[config.mk]
export PLATFORM = sky130hd
export DESIGN_NAME = aer_hier_arbiter
export DESIGN_NICKNAME = d
export VERILOG_FILES = /design/src/rtl/lib_arbiter_pkg.sv /design/src/rtl/aer_event_fifo.sv /design/src/rtl/aer_hier_arbiter.sv
export SDC_FILE = /design/constraint.sdc
export NUM_CORES = 1
export LEC_CHECK = 0
export CAP_MARGIN = 20
export CORE_MARGIN = 1.5
export CORE_UTILIZATION = 57
export DETAILED_ROUTE_END_ITERATION = 16
export GPL_ROUTABILITY_DRIVEN = 0
export GPL_TIMING_DRIVEN = 1
export PLACE_DENSITY = 0.85
export SLEW_MARGIN = 10
export SYNTH_ARGS = -nofsm -noshare
export SYNTH_HDL_FRONTEND = slang
export SYNTH_SLANG_ARGS = --single-unit
[constraint.sdc]
create_clock -name clk_i -period 8.5 [get_ports clk_i]
set_input_delay 1.275 -clock clk_i [delete_from_list [all_inputs] [get_ports clk_i]]
set_output_delay 1.275 -clock clk_i [all_outputs]
set_load 0.01 [all_outputs]
[src/rtl/lib_arbiter_pkg.sv]
// Shared defaults, derived-width helpers and FSM state type for the AER
// hierarchical arbiter and its event FIFO.
package lib_arbiter_pkg;

    localparam int unsigned DEF_ROWS       = 8;
    localparam int unsigned DEF_COLS       = 8;
    localparam int unsigned DEF_GRP_ROWS   = 4;
    localparam int unsigned DEF_GRP_COLS   = 4;
    localparam int unsigned DEF_TS_W       = 16;
    localparam int unsigned DEF_FIFO_DEPTH = 8;

    typedef enum logic [1:0] {
        ST_IDLE    = 2'd0,
        ST_SERVE   = 2'd1,
        ST_RELEASE = 2'd2
    } arb_state_e;

    // Address width for n items; a single item still needs one bit of storage.
    function automatic int unsigned addr_w(input int unsigned n);
        return (n > 1) ? $clog2(n) : 1;
    endfunction

    // Event word: {row, col, timestamp, polarity}.
    function automatic int unsigned evt_width(input int unsigned rows,
                                              input int unsigned cols,
                                              input int unsigned ts_w);
        return addr_w(rows) + addr_w(cols) + ts_w + 1;
    endfunction

endpackage

[src/rtl/aer_event_fifo.sv]
// First-word-fall-through event FIFO.
// Ports: clk_i/reset_i (sync, active-high), push_i/data_i write side (ignored
// when full), pop_i read strobe (ignored when empty), valid_o/data_o head of
// queue (data_o is zero while empty), count_o occupancy.
module aer_event_fifo
    import lib_arbiter_pkg::*;
#(
    parameter int unsigned WIDTH      = evt_width(DEF_ROWS, DEF_COLS, DEF_TS_W),
    parameter int unsigned FIFO_DEPTH = DEF_FIFO_DEPTH,
    localparam int unsigned PTR_W     = $clog2(FIFO_DEPTH),
    localparam int unsigned CNT_W     = PTR_W + 1
) (
    input  logic             clk_i,
    input  logic             reset_i,
    input  logic             push_i,
    input  logic [WIDTH-1:0] data_i,
    input  logic             pop_i,
    output logic             valid_o,
    output logic [WIDTH-1:0] data_o,
    output logic [CNT_W-1:0] count_o
);

    logic [WIDTH-1:0] mem_q [FIFO_DEPTH];
    logic [PTR_W-1:0] wr_ptr_q;
    logic [PTR_W-1:0] rd_ptr_q;
    logic [CNT_W-1:0] count_q;
    logic             do_push;
    logic             do_pop;

    assign do_push = push_i && (count_q != CNT_W'(FIFO_DEPTH));
    assign do_pop  = pop_i && (count_q != '0);

    // Storage needs no reset; the head is masked while empty.
    always_ff @(posedge clk_i) begin
        if (do_push) begin
            mem_q[wr_ptr_q] <= data_i;
        end
    end

    // Pointers wrap naturally because the depth is a power of two.
    always_ff @(posedge clk_i) begin
        if (reset_i) begin
            wr_ptr_q <= '0;
            rd_ptr_q <= '0;
            count_q  <= '0;
        end else begin
            if (do_push) begin
                wr_ptr_q <= wr_ptr_q + PTR_W'(1);
            end
            if (do_pop) begin
                rd_ptr_q <= rd_ptr_q + PTR_W'(1);
            end
            case ({do_push, do_pop})
                2'b10:   count_q <= count_q + CNT_W'(1);
                2'b01:   count_q <= count_q - CNT_W'(1);
                default: count_q <= count_q;
            endcase
        end
    end

    assign valid_o = (count_q != '0);
    assign data_o  = valid_o ? mem_q[rd_ptr_q] : '0;
    assign count_o = count_q;

endmodule

[src/rtl/aer_hier_arbiter.sv]
// Two-level AER arbiter: round-robin over pixel groups, then row-major service
// of a snapshot of the chosen group's requests, one pixel per cycle.
// Ports: clk_i/reset_i (sync, active-high), en_i gates new group entry,
// req_i per-pixel 2-bit request, gnt_o one-hot registered grant,
// grp_release_o end-of-group pulse, evt_* FWFT event stream and occupancy.
module aer_hier_arbiter
    import lib_arbiter_pkg::*;
#(
    parameter int unsigned ROWS       = DEF_ROWS,
    parameter int unsigned COLS       = DEF_COLS,
    parameter int unsigned GRP_ROWS   = DEF_GRP_ROWS,
    parameter int unsigned GRP_COLS   = DEF_GRP_COLS,
    parameter int unsigned TS_W       = DEF_TS_W,
    parameter int unsigned FIFO_DEPTH = DEF_FIFO_DEPTH,
    localparam int unsigned ROW_ADD   = addr_w(ROWS),
    localparam int unsigned COL_ADD   = addr_w(COLS),
    localparam int unsigned WIDTH     = evt_width(ROWS, COLS, TS_W),
    localparam int unsigned CNT_W     = $clog2(FIFO_DEPTH) + 1
) (
    input  logic                            clk_i,
    input  logic                            reset_i,
    input  logic                            en_i,
    input  logic [ROWS-1:0][COLS-1:0][1:0]  req_i,
    output logic [ROWS-1:0][COLS-1:0]       gnt_o,
    output logic                            grp_release_o,
    output logic                            evt_valid_o,
    input  logic                            evt_ready_i,
    output logic [WIDTH-1:0]                evt_data_o,
    output logic [CNT_W-1:0]                evt_count_o
);

    localparam int unsigned GRP_PER_ROW = COLS / GRP_COLS;
    localparam int unsigned NUM_GRP     = (ROWS / GRP_ROWS) * GRP_PER_ROW;
    localparam int unsigned GRP_SZ      = GRP_ROWS * GRP_COLS;
    localparam int unsigned GRP_W       = addr_w(NUM_GRP);
    localparam int unsigned LOC_W       = addr_w(GRP_SZ);

    arb_state_e                 state_q, state_d;
    logic [GRP_W-1:0]           ptr_q, ptr_d;
    logic [GRP_W-1:0]           sel_grp_q, sel_grp_d;
    logic [GRP_SZ-1:0]          snap_q, snap_d;
    logic [TS_W-1:0]            ts_q;
    logic [ROWS-1:0][COLS-1:0]  gnt_q, gnt_d;
    logic                       release_q, release_d;

    logic [NUM_GRP-1:0][GRP_SZ-1:0] grp_mask;
    logic [NUM_GRP-1:0]             grp_pend;
    logic                           sel_found;
    logic [GRP_W-1:0]               sel_idx;
    logic [LOC_W-1:0]               loc;
    logic [ROW_ADD-1:0]             pix_x;
    logic [COL_ADD-1:0]             pix_y;
    logic [1:0]                     pix_req;
    logic                           fifo_full;
    logic                           push_c;
    logic [WIDTH-1:0]               push_data;

    // Per-group request masks; member k sits at local row k/GRP_COLS, col k%GRP_COLS.
    always_comb begin
        grp_mask = '0;
        grp_pend = '0;
        for (int unsigned g = 0; g < NUM_GRP; g++) begin
            for (int unsigned k = 0; k < GRP_SZ; k++) begin
                grp_mask[GRP_W'(g)][LOC_W'(k)] =
                    req_i[ROW_ADD'((g / GRP_PER_ROW) * GRP_ROWS + k / GRP_COLS)]
                         [COL_ADD'((g % GRP_PER_ROW) * GRP_COLS + k % GRP_COLS)] != 2'b00;
            end
            grp_pend[GRP_W'(g)] = |grp_mask[GRP_W'(g)];
        end
    end

    // First pending group at or after the round-robin pointer, wrapping.
    always_comb begin
        int unsigned cand;
        cand      = 0;
        sel_found = 1'b0;
        sel_idx   = '0;
        for (int unsigned i = 0; i < NUM_GRP; i++) begin
            cand = 32'(ptr_q) + i;
            if (cand >= NUM_GRP) begin
                cand = cand - NUM_GRP;
            end
            if (!sel_found && grp_pend[GRP_W'(cand)]) begin
                sel_found = 1'b1;
                sel_idx   = GRP_W'(cand);
            end
        end
    end

    // Lowest remaining snapshot member and its pixel coordinates.
    always_comb begin
        logic found;
        found = 1'b0;
        loc   = '0;
        for (int unsigned k = 0; k < GRP_SZ; k++) begin
            if (!found && snap_q[LOC_W'(k)]) begin
                found = 1'b1;
                loc   = LOC_W'(k);
            end
        end
        pix_x   = ROW_ADD'((32'(sel_grp_q) / GRP_PER_ROW) * GRP_ROWS + 32'(loc) / GRP_COLS);
        pix_y   = COL_ADD'((32'(sel_grp_q) % GRP_PER_ROW) * GRP_COLS + 32'(loc) % GRP_COLS);
        pix_req = req_i[pix_x][pix_y];
    end

    assign fifo_full = (evt_count_o == CNT_W'(FIFO_DEPTH));

    // State register.
    always_ff @(posedge clk_i) begin
        if (reset_i) begin
            state_q <= ST_IDLE;
        end else begin
            state_q <= state_d;
        end
    end

    // Next-state logic.
    always_comb begin
        state_d = state_q;
        case (state_q)
            ST_IDLE:    if (en_i && sel_found) state_d = ST_SERVE;
            ST_SERVE:   if (snap_q == '0)      state_d = ST_RELEASE;
            ST_RELEASE: state_d = ST_IDLE;
            default:    state_d = ST_IDLE;
        endcase
    end

    // Datapath and output next values; a full FIFO freezes the snapshot.
    always_comb begin
        snap_d    = snap_q;
        sel_grp_d = sel_grp_q;
        ptr_d     = ptr_q;
        gnt_d     = '0;
        release_d = 1'b0;
        push_c    = 1'b0;
        push_data = {pix_x, pix_y, ts_q, pix_req != 2'b10};
        case (state_q)
            ST_IDLE: begin
                if (en_i && sel_found) begin
                    snap_d    = grp_mask[sel_idx];
                    sel_grp_d = sel_idx;
                end
            end
            ST_SERVE: begin
                if (snap_q == '0) begin
                    release_d = 1'b1;
                end else if (!fifo_full) begin
                    snap_d[loc] = 1'b0;
                    // A member that dropped its request is skipped silently.
                    if (pix_req != 2'b00) begin
                        gnt_d[pix_x][pix_y] = 1'b1;
                        push_c              = 1'b1;
                    end
                end
            end
            ST_RELEASE: begin
                ptr_d = (32'(sel_grp_q) == NUM_GRP - 1) ? '0 : sel_grp_q + GRP_W'(1);
            end
            default: ;
        endcase
    end

    always_ff @(posedge clk_i) begin
        if (reset_i) begin
            ptr_q     <= '0;
            sel_grp_q <= '0;
            snap_q    <= '0;
            ts_q      <= '0;
            gnt_q     <= '0;
            release_q <= 1'b0;
        end else begin
            ptr_q     <= ptr_d;
            sel_grp_q <= sel_grp_d;
            snap_q    <= snap_d;
            ts_q      <= ts_q + TS_W'(1);
            gnt_q     <= gnt_d;
            release_q <= release_d;
        end
    end

    assign gnt_o         = gnt_q;
    assign grp_release_o = release_q;

    aer_event_fifo #(
        .WIDTH      (WIDTH),
        .FIFO_DEPTH (FIFO_DEPTH)
    ) u_fifo (
        .clk_i   (clk_i),
        .reset_i (reset_i),
        .push_i  (push_c),
        .data_i  (push_data),
        .pop_i   (evt_ready_i),
        .valid_o (evt_valid_o),
        .data_o  (evt_data_o),
        .count_o (evt_count_o)
    );

endmodule

==> summary.txt <==
Run status
  – Status: completed

Global routing
  – GRT Total Usage: a little under a third
  – Initial antenna violation count: 1
  – Vias in the first global route: ~10000
  – Largest net degree at the start of global routing: 61
  – Global-route wire length before repair: roughly 57 mm
  – Remaining Overflow, GRT: 0

Floorplanning
  – Die H: about 160 µm
  – Die area: ~24000 µm²
  – Number of placed I/O pins: roughly 230
  – Die X: ~160 µm
  – Row Count: between 50 and 60
  – Core Area: between 20000 and 25000 µm²
  – Initial Util: ~58%

Detailed routing
  – Final WL: 37.4 mm
  – Vias: 10383
  – Residual DRC: 0
  – Final ANT Viol Nets: 0
  – Initial drt markers: roughly 1300
  – WL/cell: roughly 24 µm
  – TritonRoute pass-1 iters: 6
  – Vias/cell: 6.59

Min path
  – Hold_sp: snap_q[12]
  – Worst min path class: reg -> reg

Timing
  – Slew headroom: just under 30%
  – # setup viols final: 0
  – Setup TNS Final: 0 ns
  – Final Critical Period: roughly 5.5 ns
  – Setup repair after global routing missed its margin: no
  – Fin. max-slew vios: 0
  – Final WS setup: between 2 and 3 ns
  – Final Hold Vio Count: 0
  – Slew @ Worst Pin: 1.04 ns
  – Clk_skew: 0.0310 ns
  – Final period util: around 65%
  – FMAX: between 150 and 200 MHz

Yosys
  – Top-area cell type share of the netlist area: a little over two fifths
  – Commonest register cell after synthesis: edfxtp_1
  – Post-Syn Instances: between 1000 and 1500
  – Mean Syn Cell Area: between 10 and 15 µm²
  – Synth Area in Simple Gates: 13.7%
  – Top cells by area, synth: edfxtp_1, dfxtp_1, mux4_2, nor2_1, mux2i_1
  – Post-Syn Nets: between 1000 and 1500
  – Number of synthesized register bits: 300
  – Synth area leader: edfxtp_1
  – Synth Area in Compound Gates: 11.7%
  – Number of flops mapped to enable cells by yosys: between 150 and 200
  – Post-synthesis xor/xnor area fraction: under 10%
  – Synth Area in Adders: less than 1%
  – Synth warn: 0
  – Post-synth top cells: nor2_1, edfxtp_1, dfxtp_1
  – Unique masters post-synth: 67
  – Post-synthesis async set-or-reset flop share: 0%
  – Post-synthesis mux area share: about a tenth
  – Main combinational cell family by area after synthesis: simple AND/OR/NAND/NOR gates
  – Most frequent cell after synthesis: nor2_1
  – Mapped cell area: approximately 13000 µm²
  – Register area share after synthesis: 59.3%

Clock tree
  – CTS tree: yes
  – H-tree depth: 1
  – Max clock buf depth: 3
  – Clock transition at the registers of the reported paths: 0.06 ns
  – Clk sinks: 300
  – CTS root buffer: clkbuf_16
  – Post-CTS repair timing setup buffer count: 0
  – Skew-Pair Late Insertion Delay: roughly 0.56 ns
  – Hold Buf Count CTS: 0
  – CTS Buf Count: 28
  – Post-CTS Resized: 0

Placed design
  – Worst slack, placed: between 3 and 4 ns
  – DP Area: roughly 16000 µm²
  – IO Port Bufs: 224
  – Dpl hpwl: between 20 and 25 mm

Power
  – PD cells: 234 nW/µm²
  – Total power draw: roughly 3.9 mW
  – Lkg Pwr: roughly 5.5 nW
  – Maximum vdd drop: 0.206 mV

Layout
  – Layout area overhead: 26.8%
  – Design area: around 17000 µm²
  – Nets: 1408
  – Layout cells sized above 1: 13.1%
  – # fillers: around 1400
  – ANT cells: 0

Job
  – Max-Cap Viols: 0

Critical path
  – CP Class: reg -> reg
  – Req. time, crit path: about 9 ns
  – Type of origin of the critical path: flop
  – Critical R2R Launch: snap_q[0]
  – Critical path capture point type: flop
  – Crit path DAT: 5.97 ns
  – CP max FO: 11
  – Worst setup path startpoint: snap_q[0]
[worst paths after layout]
| kind | slack, ns | cells after the start | endpoint |
|---|---|---|---|
| min | 0.57 | 2 | snap_q[12] |
| max reg2reg | 3.00 | 15 | u_fifo.count_o[3] |
| min reg2reg | 0.57 | 2 | snap_q[12] |
| max | 3.00 | 15 | u_fifo.count_o[3] |
[layout by cell type, fill, tap and decap left out, types with 8 or more instances in the layout]
cell type / n
o21ai_0: 11
nand2b_1: 8
o221ai_1: 15
a221oi_1: 11
a311oi_1: 15
nor4_1: 27
mux2i_1: 31
edfxtp_1: 184
mux4_2: 46
a221o_1: 16
nand4_1: 12
xor2_1: 12
clkbuf_16: 28
nand2_1: 52
nor3_1: 33
and3_1: 8
a211o_1: 15
dfxtp_1: 114
buf_4: 21
nor2_2: 12
a21oi_1: 26
inv_1: 17
nand3_1: 19
nor2_1: 185
clkdlybuf4s50_1: 223
o21a_1: 8
o311ai_0: 18
[per-stage QoR]
stage	hold WS, ns	instances	util (%)
CTS	0.561	1574	73.8
global placement	0.498	1522	69.5
global route	0.602	1575	73.9
finish	0.570	1575	73.9
floorplan	0.484	1054	-
detailed placement	0.549	1522	69.5
[state kept, by name, indices dropped and copies added, names as in the netlist, named ones only]
name             flops
grp_release_o        1
u_fifo.count_o       4
snap_q              16
ptr_q                2
ts_q                16
state_q              2
gnt_o               64
u_fifo.rd_ptr_q      3
sel_grp_q            2
u_fifo.mem_q       184
u_fifo.wr_ptr_q      3
[where the power goes]
part | internal (mW) | switching [mW]
registers | 1.60 | 0.0607
clock network | 0.765 | 0.537
logic | 0.451 | 0.508
total | 2.82 | 1.11
[cells by family (layout without fill, tap and decap cells)]
kind of cell,after synthesis,in the layout
adder cells (fa/ha/maj),8,8
buffers and inverters,79,315
XOR/XNOR,18,18
AND/OR/NAND/NOR,386,386
multiplexers,81,81
flip-flops,300,300
AO/OA/AOI/OAI,182,182
[final cells by class]
type | count | area, µm² | share of cell area (%)
well taps | 285 | 357 | 2.13
multi-input cells | 675 | 5110 | 30.5
flip-flops and latches | 300 | 7850 | 46.8
clock buffers | 39 | 813 | 4.85
clock inverters | 13 | 174 | 1.04
repair buffers | 246 | 2410 | 14.4
inverters | 17 | 63.8 | 0.380
[critical path, cell delays in order (launching register included)]
cell and delay (ns):
dfxtp_1 0.36, or4_1 0.73, nor4_4 0.73, a221o_1 0.30
o22ai_1 0.10, a2111oi_0 0.66, nor4_1 0.23, a31oi_4 0.45
o21ai_2 0.32, ha_1 0.33, ha_1 0.30, a21o_1 0.18
a21oi_1 0.17, xnor2_1 0.12, or3_1 0.31, a21oi_1 0.13
[metal layers]
layer | wire length [µm] | part of all wire, % | track usage (%) | up-vias
li1 | - | - | - | 4513
met4 | 1520 | 4.1 | 11.4 | 2
met5 | 13 | 0.035 | 0 | -
met2 | 17600 | 47 | 51.5 | 745
met1 | 13700 | 37 | 38.3 | 4968
met3 | 4470 | 12 | 9.22 | 155
Power figures use the tool's default switching activity.
